## src/rtl/cpu_pkg.sv

```systemverilog
// Shared CPU definitions: fetch-stage state type, opcode and funct constants.
package cpu_pkg;

  typedef enum logic [1:0] {
    StIdle,
    StFetch,
    StIssue,
    StHalt
  } fetch_state_e;

  localparam logic [5:0] FUNCT_JR = 6'h08;

  localparam logic [5:0] OP_RTYPE = 6'h00;
  localparam logic [5:0] OP_J     = 6'h02;
  localparam logic [5:0] OP_JAL   = 6'h03;
  localparam logic [5:0] OP_BEQ   = 6'h04;
  localparam logic [5:0] OP_BNE   = 6'h05;
  localparam logic [5:0] OP_ORI   = 6'h0D;
  localparam logic [5:0] OP_LUI   = 6'h0F;
  localparam logic [5:0] OP_LW    = 6'h23;
  localparam logic [5:0] OP_SW    = 6'h2B;

endpackage

```

## src/rtl/fetch_unit_if.sv

```systemverilog
// Fetch-stage bundle: instruction-memory handshake, decode outputs, resolved controls.
interface fetch_unit_if;

  logic        imem_req;
  logic [31:0] imem_addr;
  logic        imem_ack;
  logic [31:0] imem_rdata;
  logic [31:0] instr;
  logic [5:0]  opcode;
  logic        instr_valid;
  logic [31:0] pc_out;
  logic [31:0] link_addr;
  logic        ex_done;
  logic        jmp;
  logic        branch;
  logic        bneq;
  logic        zero;
  logic        jr;
  logic [31:0] jr_addr;
  logic        halted;

  modport master (
    output imem_req, imem_addr, instr, opcode, instr_valid, pc_out, link_addr, halted,
    input  imem_ack, imem_rdata, ex_done, jmp, branch, bneq, zero, jr, jr_addr
  );

  modport slave (
    input  imem_req, imem_addr, instr, opcode, instr_valid, pc_out, link_addr, halted,
    output imem_ack, imem_rdata, ex_done, jmp, branch, bneq, zero, jr, jr_addr
  );

endinterface

```

## src/rtl/next_pc_logic.sv

```systemverilog
// Combinational next-PC selection: jr > jmp > taken branch > pc+4.
module next_pc_logic (
  input  logic [31:0] pc_i,
  input  logic [25:0] instr_i,
  input  logic        jmp_i,
  input  logic        branch_i,
  input  logic        bneq_i,
  input  logic        zero_i,
  input  logic        jr_i,
  input  logic [31:0] jr_addr_i,
  output logic [31:0] next_pc_o,
  output logic [31:0] pc4_o,
  output logic        misalign_o
);

  logic [31:0] br_off;
  logic        taken;

  assign pc4_o      = pc_i + 32'd4;
  assign br_off     = {{14{instr_i[15]}}, instr_i[15:0], 2'b00};
  assign taken      = branch_i & (zero_i ^ bneq_i);
  assign misalign_o = jr_i & (jr_addr_i[1:0] != 2'b00);

  always_comb begin
    next_pc_o = pc4_o;
    if (jr_i) begin
      next_pc_o = jr_addr_i;
    end else if (jmp_i) begin
      next_pc_o = {pc4_o[31:28], instr_i, 2'b00};
    end else if (taken) begin
      next_pc_o = pc4_o + br_off;
    end
  end

endmodule

```

## src/rtl/fetch_unit.sv

```systemverilog
// Instruction-fetch stage: PC register, imem handshake FSM and latched instruction.
module fetch_unit
  import cpu_pkg::*;
#(
  parameter logic [31:0] RESET_PC = 32'h0000_0000
) (
  input  logic         clk,
  input  logic         reset_n,
  fetch_unit_if.master fu_io
);

  fetch_state_e state_q, state_d;
  logic [31:0]  pc_q, pc_d;
  logic [31:0]  instr_q, instr_d;
  logic [31:0]  next_pc, pc4;
  logic         misalign;

  next_pc_logic u_next_pc (
    .pc_i       (pc_q),
    .instr_i    (instr_q[25:0]),
    .jmp_i      (fu_io.jmp),
    .branch_i   (fu_io.branch),
    .bneq_i     (fu_io.bneq),
    .zero_i     (fu_io.zero),
    .jr_i       (fu_io.jr),
    .jr_addr_i  (fu_io.jr_addr),
    .next_pc_o  (next_pc),
    .pc4_o      (pc4),
    .misalign_o (misalign)
  );

  always_comb begin
    state_d = state_q;
    pc_d    = pc_q;
    instr_d = instr_q;
    unique case (state_q)
      StIdle:  state_d = StFetch;
      StFetch: begin
        if (fu_io.imem_ack) begin
          instr_d = fu_io.imem_rdata;
          state_d = StIssue;
        end
      end
      StIssue: begin
        // A misaligned jr target stops the stage with the PC left on the jr itself.
        if (fu_io.ex_done) begin
          if (misalign) begin
            state_d = StHalt;
          end else begin
            pc_d    = next_pc;
            state_d = StFetch;
          end
        end
      end
      StHalt:  state_d = StHalt;
      default: state_d = StIdle;
    endcase
  end

  always_ff @(posedge clk or negedge reset_n) begin
    if (!reset_n) begin
      state_q <= StIdle;
      pc_q    <= RESET_PC;
      instr_q <= 32'h0;
    end else begin
      state_q <= state_d;
      pc_q    <= pc_d;
      instr_q <= instr_d;
    end
  end

  assign fu_io.imem_req    = (state_q == StFetch);
  assign fu_io.imem_addr   = pc_q;
  assign fu_io.instr       = instr_q;
  assign fu_io.opcode      = instr_q[31:26];
  assign fu_io.instr_valid = (state_q == StIssue);
  assign fu_io.pc_out      = pc_q;
  assign fu_io.link_addr   = pc4;
  assign fu_io.halted      = (state_q == StHalt);

endmodule
```

## src/flat_wrapper.sv

```systemverilog
// flat-port wrapper written by rule: the top's interface ports become plain ports
module fetch_unit_flat import cpu_pkg::*;
#(
  parameter logic [31:0] RESET_PC = 32'h0000_0000
)
  (clk, reset_n, fu_io_imem_req, fu_io_imem_addr, fu_io_instr, fu_io_opcode, fu_io_instr_valid, fu_io_pc_out, fu_io_link_addr, fu_io_halted, fu_io_imem_ack, fu_io_imem_rdata, fu_io_ex_done, fu_io_jmp, fu_io_branch, fu_io_bneq, fu_io_zero, fu_io_jr, fu_io_jr_addr);
  fetch_unit_if fu_io_i ();
  input  logic clk;
  input  logic reset_n;
  output wire logic [$bits(fu_io_i.imem_req)-1:0] fu_io_imem_req;
  output wire logic [$bits(fu_io_i.imem_addr)-1:0] fu_io_imem_addr;
  output wire logic [$bits(fu_io_i.instr)-1:0] fu_io_instr;
  output wire logic [$bits(fu_io_i.opcode)-1:0] fu_io_opcode;
  output wire logic [$bits(fu_io_i.instr_valid)-1:0] fu_io_instr_valid;
  output wire logic [$bits(fu_io_i.pc_out)-1:0] fu_io_pc_out;
  output wire logic [$bits(fu_io_i.link_addr)-1:0] fu_io_link_addr;
  output wire logic [$bits(fu_io_i.halted)-1:0] fu_io_halted;
  input wire logic [$bits(fu_io_i.imem_ack)-1:0] fu_io_imem_ack;
  input wire logic [$bits(fu_io_i.imem_rdata)-1:0] fu_io_imem_rdata;
  input wire logic [$bits(fu_io_i.ex_done)-1:0] fu_io_ex_done;
  input wire logic [$bits(fu_io_i.jmp)-1:0] fu_io_jmp;
  input wire logic [$bits(fu_io_i.branch)-1:0] fu_io_branch;
  input wire logic [$bits(fu_io_i.bneq)-1:0] fu_io_bneq;
  input wire logic [$bits(fu_io_i.zero)-1:0] fu_io_zero;
  input wire logic [$bits(fu_io_i.jr)-1:0] fu_io_jr;
  input wire logic [$bits(fu_io_i.jr_addr)-1:0] fu_io_jr_addr;
  assign fu_io_imem_req = fu_io_i.imem_req;
  assign fu_io_imem_addr = fu_io_i.imem_addr;
  assign fu_io_instr = fu_io_i.instr;
  assign fu_io_opcode = fu_io_i.opcode;
  assign fu_io_instr_valid = fu_io_i.instr_valid;
  assign fu_io_pc_out = fu_io_i.pc_out;
  assign fu_io_link_addr = fu_io_i.link_addr;
  assign fu_io_halted = fu_io_i.halted;
  assign fu_io_i.imem_ack = fu_io_imem_ack;
  assign fu_io_i.imem_rdata = fu_io_imem_rdata;
  assign fu_io_i.ex_done = fu_io_ex_done;
  assign fu_io_i.jmp = fu_io_jmp;
  assign fu_io_i.branch = fu_io_branch;
  assign fu_io_i.bneq = fu_io_bneq;
  assign fu_io_i.zero = fu_io_zero;
  assign fu_io_i.jr = fu_io_jr;
  assign fu_io_i.jr_addr = fu_io_jr_addr;
  fetch_unit #(.RESET_PC(RESET_PC)) u_core (.clk(clk), .reset_n(reset_n), .fu_io(fu_io_i));
endmodule
```

## config.mk

```make
export PLATFORM = sky130hd
export DESIGN_NAME = fetch_unit_flat
export DESIGN_NICKNAME = d
export VERILOG_FILES = /design/src/rtl/cpu_pkg.sv /design/src/rtl/fetch_unit_if.sv /design/src/rtl/next_pc_logic.sv /design/src/rtl/fetch_unit.sv /design/src/flat_wrapper.sv
export SDC_FILE = /design/constraint.sdc
export NUM_CORES = 1
export LEC_CHECK = 0
export CAP_MARGIN = 20
export CORE_MARGIN = 3
export CORE_UTILIZATION = 28
export DETAILED_ROUTE_END_ITERATION = 8
export HOLD_SLACK_MARGIN = 0.05
export SLEW_MARGIN = 10
export SYNTH_ARGS = -nofsm -noshare
export SYNTH_HDL_FRONTEND = slang
export SYNTH_HIERARCHICAL = 1
export SYNTH_SLANG_ARGS = --single-unit
export TNS_END_PERCENT = 10
```

## constraint.sdc

```tcl
create_clock -name clk -period 4.1 [get_ports clk]
set_clock_uncertainty 0.05 [all_clocks]
set_input_delay 0.82 -clock clk [delete_from_list [all_inputs] [get_ports clk]]
set_output_delay 0.82 -clock clk [all_outputs]
set_load 0.02 [all_outputs]
```

# [Word level (Yosys, flattened, before mapping)]
# Cells that the tools add are included.
[classes] addsub=2 multipliers=0 n_div=0 n_lt_le_gt_ge=0 eq_ne=5 shifts=0 muxes=7 n_bitwise=4 n_reduce_logical=5
[op_table] operator="$mux W32" n=3
[op_table] operator="$add A32 B3 Y32 const B" n=1
[op_table] operator="$add A32 B32 Y32" n=1
[op_table] operator="$pmux W2 S4" n=1
[op_table] operator="$mux W2" n=3
[op_table] operator="$eq A2 B2 Y1 const B" n=2
[op_table] operator="$ne A2 B1 Y1 const B" n=2
[op_table] operator="$reduce_and A2 Y1" n=2
[op_table] operator="$reduce_and A3 Y1" n=1
[op_table] operator="$and A1 B1 Y1" n=2
[op_table] operator="$eq A2 B1 Y1 const B" n=1
[op_table] operator="$logic_not A2 Y1" n=1
[op_table] operator="$reduce_bool A2 Y1" n=1
[op_table] operator="$not A1 Y1" n=1
[op_table] operator="$xor A1 B1 Y1" n=1
[word_totals] regBits=66 latchBits=0 ram_bits=0 mem_bits_ro=0 in_bits=73 output_inout_bits=137 wordCells=26 memories=0

# [Longest topological paths before layout]
# Gate-level depths: netlist of run 1.
[depth] word_depth=5 mapped_depth=18 depth_no_buf=17

# [Modules after synthesis]
# The synthesis of run 1 kept the hierarchy.
[modules_own_cells] mod="next_pc_logic" n_inst=1 cells_each=440 area_per_inst_um2=2942.8 seq_area_each_um2=0.0
[modules_own_cells] mod="fetch_unit" n_inst=1 cells_each=185 area_per_inst_um2=2915.3 seq_area_each_um2=1651.6

# [Least setup slack after synthesis of run 1]
# OpenSTA, ideal clock, no wires.
[synth_timing] kind="reg2reg" startpoint="register u_core.pc_q[4] (netlist: u_core/fu_io.imem_addr[4])" endpoint="register u_core.pc_q[31] (netlist: u_core/fu_io.imem_addr[31])" setup_time_ns=0.125 t_arrival_ns=3.971 t_required_ns=3.925 slack_ns=-0.047 stages_incl_launch_ff=16 path_buffers=1 period_less_slack_ns=4.147 cell_sequence="dfrtp_1 > and4_1 > nand4_1 > nor3_2 > nand2_1 > xnor2_1 > ha_1 > clkbuf_1 > a21o_1 > a21o_1 > a21o_1 > a221o_1 > xor2_1 > a21oi_1 > o31ai_2 > mux2_4"
[synth_between] elab_chain_len=5
[synth_lines] element="from (decl)" line="fetch_unit.sv:13" rtl="logic [31:0] pc_q, pc_d;"
[synth_lines] element="from (signal assigned)" line="fetch_unit.sv:67" rtl="pc_q <= pc_d;"
[synth_lines] element="$add A32 B3 Y32" line="next_pc_logic.sv:19" rtl="assign pc4_o = pc_i + 32'd4;"
[synth_lines] element="named net fu_io_link_addr[27]" line="flat_wrapper.sv:16" rtl="output wire logic [$bits(fu_io_i.link_addr)-1:0] fu_io_link_addr;"
[synth_lines] element="$add A32 B32 Y32" line="next_pc_logic.sv:31" rtl="next_pc_o = pc4_o + br_off;"
[synth_lines] element="$mux W32" line="next_pc_logic.sv:30" rtl="end else if (taken) begin"
[synth_lines] element="$mux W32" line="next_pc_logic.sv:28" rtl="end else if (jmp_i) begin"
[synth_lines] element="$mux W32" line="next_pc_logic.sv:26" rtl="if (jr_i) begin"
[synth_lines] element="named net u_core.next_pc[31]" line="fetch_unit.sv:15" rtl="logic [31:0] next_pc, pc4;"
# The timed path passes the listed nets, and every way through them passes these cells.
# A chain may end at the register's enable or synchronous reset.

# [Final worst setup path of run 1]
[layout_timing] startpoint="register u_core.pc_q[7] (netlist: u_core/fu_io.imem_addr[7])" endpoint="register u_core.pc_q[31] (netlist: u_core/fu_io.imem_addr[31])"
[layout_between] elab_chain_len=5
[layout_lines] element="$add A32 B3 Y32 *" line="next_pc_logic.sv:19"
[layout_lines] element="$add A32 B32 Y32" line="next_pc_logic.sv:31"
[layout_lines] element="$mux W32" line="next_pc_logic.sv:30"
[layout_lines] element="$mux W32 *" line="next_pc_logic.sv:28"
[layout_lines] element="$mux W32 *" line="next_pc_logic.sv:26"
[layout_lines] element="named net u_core.next_pc[31]" line="fetch_unit.sv:15"
# The timed path passes the listed nets; every way through them passes the cells marked *.

==> results of run 1 <==
==> logic make-up (layout without fill, tap and decap cells) <==
group / count (synthesis) / after routing / share of synthesized area
XOR/XNOR: 55 / 55 / 0.08223
buffers and inverters: 78 / 288 / 0.08543
flip-flops: 66 / 66 / 0.2819
AND/OR/NAND/NOR: 159 / 159 / 0.1284
multiplexers: 72 / 72 / 0.1563
AO/OA/AOI/OAI: 158 / 158 / 0.1854
adder cells (fa/ha/maj): 37 / 37 / 0.08031
==> final timing paths <==
kind	startpoint	end
worst min-delay path	u_core/fu_io.instr[26]$_DFFE_PN0P_	u_core/fu_io.instr[26]$_DFFE_PN0P_
max in group asynchronous	reset_n	u_core/fu_io.imem_addr[7]$_DFFE_PN0P_
worst max-delay path	u_core/fu_io.imem_addr[7]$_DFFE_PN0P_	u_core/fu_io.imem_addr[31]$_DFFE_PN0P_
worst max register to register	u_core/fu_io.imem_addr[7]$_DFFE_PN0P_	u_core/fu_io.imem_addr[31]$_DFFE_PN0P_
worst min register to register	u_core/fu_io.instr[26]$_DFFE_PN0P_	u_core/fu_io.instr[26]$_DFFE_PN0P_
min in group asynchronous	reset_n	u_core/fu_io.imem_addr[26]$_DFFE_PN0P_
==> Yosys cell counts, drive strengths merged, types with 2 or more instances <==
cell	number
a211o	2
a211oi	12
a21o	14
a21oi	39
a221oi	6
a22o	2
a31oi	5
and2	4
and3	9
and4	3
buf	49
clkbuf	15
dfrtp	66
ha	36
inv	14
mux2	66
mux2i	6
nand2	61
nand3	17
nand4	12
nor2	37
nor2b	3
nor3	6
o211ai	10
o21a	2
o21ai	36
o21bai	3
o221ai	2
o22ai	9
o31a	2
o31ai	4
or3	3
xnor2	36
xor2	19
==> repair_timing <==
action | in CTS | in global routing
resized for setup | 0 | 10
setup buffers | 0 | 3
endpoints found under the setup margin | 0 | 8
==> layout make-up <==
cell class,instances,area [µm²]
clock buffer,14,264.0
clock inverter,2,35.03
tap,270,337.8
timing repair buffer,258,2457
sequential,66,1653
multi-input combinational,481,3776
fill,1990,11790
inverter,14,52.55
==> through the flow <==
| step | power, mW | setup TNS [ns] | cells |
|---|---|---|---|
| 2_1_floorplan | 2.020 | -0.002552 | 625 |
| 4_1_cts | 3.650 | 0 | 1102 |
| 5_1_grt | 3.847 | 0 | 1105 |
| 6_report | 3.644 | 0 | 1105 |
| 3_5_place_dp | 2.810 | 0 | 1086 |
| 3_3_place_gp | 2.813 | 0 | 1086 |
==> metal layers <==
metal | track usage | share of wire | vias to the layer above
met5 | 0 | 0.00061 | -
met4 | 0.04442 | 0.018 | 2
met3 | 0.03763 | 0.060 | 27
met2 | 0.3122 | 0.48 | 215
met1 | 0.2442 | 0.44 | 2711
li1 | - | - | 2650
==> sequential cells by signal, summed over array words and instances, names as in the netlist <==
| register | flops |
|---|---|
| u_core/fu_io.imem_addr | 32 |
| u_core/fu_io.instr | 32 |
| u_core/state_q | 2 |
==> report_power, final <==
group / total (mW) / switching [mW] / internal (mW)
Combinational: 1.90 / 0.978 / 0.922
Sequential: 0.920 / 0.156 / 0.764
Clock: 0.823 / 0.319 / 0.505
==> worst max-delay path: cells and delay by family, from the launching register on <==
family | cells | cell delay (ns)
buffers and inverters | 1 | 0.18
adder cells (fa/ha/maj) | 1 | 0.35
AND/OR/NAND/NOR | 4 | 0.79
flip-flops | 1 | 0.40
AO/OA/AOI/OAI | 7 | 1.38
XOR/XNOR | 2 | 0.40
multiplexers | 1 | 0.26
==> out/qor.yml, run 1 <==
die_h_um: 150.6
cellPowerDensity_mw_per_mm2: 424.9
dp_slack_ns: 0.01832
cts_inserted_buffers: 9
cts_hold_buf: 0
cp_common_cell: "a21oi_1"
drt-vias-per-instance: 5.072
synthesis.instances: 625
utilization: 0.4211
power.leakage_nw: 3.727
slowest_stage: "dfrtp_2"
syn_area_mm2: 0.005858
setup_viol: 0
rsz0062_at_grt: "false"
io_pins: 210
layout_commonest_cell: "clkdlybuf4s50_1"
syn_nets: 735
yosysSeqAreaShare: 0.2819
rrSetupSlack_ns: 0.17
wl_per_cell_um: 19.37
holdPathStages: 1
clkLatencyLatePin_ns: 0.35
antenna-diode-count: 0
stdcell_area_mm2: 0.008576
floorplan.rows: 52
routed_wl_um: 21410
layout_min_cycle_time_ns: 3.926
ys_top_cells_by_area: "dfrtp_1 (28%), ha_1 (7.7%), mux2_4 (7.7%), mux2_2 (6.7%), xnor2_1 (5.4%)"
core_mm2: 0.02036
reg2regPathDepth: 16
peakVddDrop_mv: 0.1978
worst_pin_slew_ns: 0.9892
most-common-layout-cells: "clkdlybuf4s50_1 (208), dfrtp_1 (65), nand2_1 (61)"
synthFlopType: "dfrtp_1"
clkSlewWorstSetupHoldPaths_ns: 0.06
synth-seq-cells: 66
whs_ns: 0.4791
drv_slew: 0
drt-initial-drc-count: 569
placed_cell_area_mm2: 0.008213
max_slew_margin: 0.3406
end_kind: "flop"
cp.required_ns: 4.28
first_pass_iters: 5
outcome: "completed"
ys_warn_count: 6
fmax_ghz: 0.2547
gp_congestion: 1.011
antenna_found_initial: 1
path_max_fanout: 7
path_cells: "and4_2, nand3_2, nor3_2, buf_4, nand4_1, xnor2_2, ha_2, a21oi_1, o21ai_0, o2111ai_1, a2bb2oi_2, a221o_1, xor2_1, a21oi_1, o31ai_2, mux2_4"
ant_nets: 0
cts_buffer_depth: 2
fin_ws_ns: 0.1739
initial_utilization: 0.2877
area_growth_pct: 46.39
die_area_mm2: 0.02269
grt_use_total: 0.1853
critPathArrivalTime_ns: 4.10
dp_hpwl_um: 16190
grt_overflow: 0
drc: 0
die_w_um: 150.6
ys_types: 63
htreeDepth: 3
crit_type: "flop to flop"
grt_max_degree: 67
cts_tree: "done"
synth_edf_count: 0
clock_sinks: 66
cts-root-buf: "clkbuf_16"
finalHoldViolations: 0
grt_pass1_vias: 5540
start_kind: "flop"
hold_class: "flop to flop"
finalCritPeriodShare: 0.9576
avgSynthCellArea_um2: 9.373
nets: 940
numPortBuffers: 209
maxCapViolCount: 0
grt_pass1_wl_um: 32250
via_count: 5605
layout-drive-gt1-share: 0.1868
async_reset_ff_frac: 1.000
max_stage_delay_ns: 0.40
netlist.area_leader.share: 0.2819
synth_top_area_cell: "dfrtp_1"
No activity file was read; power rests on OpenSTA's default activity.
==> run 2: changes to the inputs <==
- SKIP_CTS_REPAIR_TIMING: default -> 1
- SLEW_MARGIN: 10 -> 20
==> results of run 2 <==
No change in the layout: final DEF, timing and power equal those of run 1.
==> run 3: changes to the inputs <==
- CORE_ASPECT_RATIO: default -> 1.75
- REMOVE_ABC_BUFFERS: default -> 1
- clock period: 4.1 -> 3.34 ns (I/O delays scaled with it)
==> run 3 against run 2 <==
- flip-flop and latch count is the same
- combinational power grew 52%
- critical endpoint unchanged
- the flow now finishes with violations (setup timing)
- final cell count up 9.9%
- critical path type unchanged
- non-clock buffer count rose by 131
- critical path depth rose by 2
==> out/qor.yml, run 3 (synthesized netlist as in run 1, its figures left out) <==
p_int_mw: 3.145  # +44%
most-common-layout-cells: "clkdlybuf4s50_1 (196), buf_4 (176), dfrtp_1 (66)"
crit_type: "flop to flop"
finalCritPeriodShare: 1.099  # +0.1417
grt_use_total: 0.1997  # +0.01440
finalHoldViolations: 0  # unchanged
grt_overflow: 0  # unchanged
grt_pass1_vias: 6288  # +14%
drt-vias-per-instance: 5.068  # about the same
end_kind: "flop"
cellPowerDensity_mw_per_mm2: 508.8  # +20%
swShare: 0.3820  # -0.01662
ant_nets: 0  # unchanged
floorplan.rows: 69  # +33%
maxCapViolCount: 0  # unchanged
layout-drive-gt1-share: 0.3602  # +0.1734
dp_slack_ns: -0.4595  # -0.4778 ns
die_h_um: 197.3  # +31%
max_slew_margin: 0.3638  # +0.02325
htreeDepth: 3  # unchanged
p_sw_mw: 1.944  # +34%
die_w_um: 115.3  # -23%
nets: 1071  # +14%
cts-root-buf: "clkbuf_16"
core_mm2: 0.02046  # +0.47%
die_area_mm2: 0.02276  # +0.30%
worst_pin_slew_ns: 0.9543  # -0.03488 ns
clkLatencyLatePin_ns: 0.35  # about the same
placed_cell_area_mm2: 0.009056  # +10%
fmax_ghz: 0.2724  # +6.9%
antenna_found_initial: 1  # unchanged
rrSetupSlack_ns: -0.33  # -0.51 ns
numPortBuffers: 209  # unchanged
layout_min_cycle_time_ns: 3.672  # -0.2545 ns
outcome: "finished with violations"
power.leakage_nw: 4.678  # +25%
drt-initial-drc-count: 238  # -58%
dp_hpwl_um: 17920  # +11%
hold_class: "input port to asynchronous set/reset pin"
drv_slew: 0  # unchanged
routed_wl_um: 23550  # +10%
via_count: 6152  # +9.8%
stdcell_area_mm2: 0.01000  # +17%
p_total_mw: 5.089  # +40%
rsz0062_at_grt: "true"
grt_pass1_wl_um: 34650  # +7.4%
wl_per_cell_um: 19.40  # +0.15%
cts_buffer_depth: 2  # unchanged
cts_tree: "done"
clkSlewWorstSetupHoldPaths_ns: 0.06  # about the same
grt_max_degree: 67  # unchanged
power.share.clock: 0.220  # -0.006
layout_commonest_cell: "clkdlybuf4s50_1"
io_pins: 210  # unchanged
whs_ns: 0.4067  # -0.07244 ns
p_seq_frac: 0.214  # -0.039
antenna-diode-count: 0  # unchanged
initial_utilization: 0.2863  # -0.001355
peakVddDrop_mv: 0.2221  # +12%
area_growth_pct: 70.76
p_comb_frac: 0.566  # +0.045
setup_tns_ns: -3.052  # -3.052 ns
violations: "setup timing"
fin_ws_ns: -0.3316  # -0.5055 ns
gp_congestion: 0.9582  # -5.2%
start_kind: "flop"
critPathArrivalTime_ns: 3.86  # -0.24 ns
cts_inserted_buffers: 9  # unchanged
setup_viol: 16  # +16
clock_sinks: 66  # unchanged
cp.required_ns: 3.53  # -0.75 ns
path_max_fanout: 4  # -3
first_pass_iters: 5  # unchanged
drc: 0  # unchanged
fillers: 1866  # -6.2%
[run 3: path summary, 6_finish.rpt]
path	to	depth (start not counted)	start
min in group clk	u_core/fu_io.instr[31]$_DFFE_PN0P_	1	u_core/fu_io.instr[31]$_DFFE_PN0P_
worst max register to register	u_core/fu_io.imem_addr[31]$_DFFE_PN0P_	18	u_core/fu_io.imem_addr[7]$_DFFE_PN0P_
worst min register to register	u_core/fu_io.instr[31]$_DFFE_PN0P_	1	u_core/fu_io.instr[31]$_DFFE_PN0P_
worst max-delay path	u_core/fu_io.imem_addr[31]$_DFFE_PN0P_	18	u_core/fu_io.imem_addr[7]$_DFFE_PN0P_
worst min-delay path	u_core/fu_io.instr[10]$_DFFE_PN0P_	1	reset_n
max in group asynchronous	u_core/fu_io.instr[30]$_DFFE_PN0P_	1	reset_n
[run 3: final cells by class]
| type | instances | area [µm²] | area share |
|---|---|---|---|
| well taps | 248 | 310.3 | 0.03102 |
| flip-flops and latches | 66 | 1652 | 0.1651 |
| inverters | 14 | 52.55 | 0.005253 |
| clock inverters | 6 | 105.1 | 0.01051 |
| repair buffers | 389 | 3481 | 0.3480 |
| clock buffers | 10 | 229.0 | 0.02289 |
| multi-input cells | 481 | 4174 | 0.4173 |
[run 3: metal layers]
layer | track usage | vias to the layer above | share of wire
met5 | 0 | - | 0.00038
met4 | 0.08225 | 2 | 0.034
met3 | 0.03280 | 51 | 0.047
met2 | 0.3750 | 211 | 0.56
met1 | 0.2164 | 2979 | 0.36
li1 | - | 2909 | -
[run 3: power by group through the flow]
stage          registers (mW)  logic (mW)  clock network [mW]
2_1_floorplan            1.39       0.959                   0
3_3_place_gp             1.09        2.68                   0
3_5_place_dp             1.09        2.68                   0
4_1_cts                  1.08        2.70                1.15
5_1_grt                  1.11        3.06                1.18
6_report                 1.09        2.88                1.12
[run 3: critical path: stages, from the launching register on]
cell       delay (ns)
dfrtp_1          0.37
and4_4           0.27
nand3_4          0.10
buf_4            0.18
nor3_4           0.11
buf_6            0.15
nand4_1          0.13
xnor2_2          0.27
ha_4             0.26
buf_6            0.12
nand4_1          0.11
a21oi_2          0.06
o2111ai_2        0.25
a2bb2oi_4        0.10
a221o_1          0.32
xor2_1           0.19
and3_4           0.21
o31ai_2          0.05
mux2_4           0.27
[run 3: metrics by stage]
step                      instances  utilization
final                          1214       0.4889
after global routing           1214       0.4889
after CTS                      1197       0.4589
after detailed placement       1181       0.4426
after global placement         1181       0.4426
after floorplan                 561            -
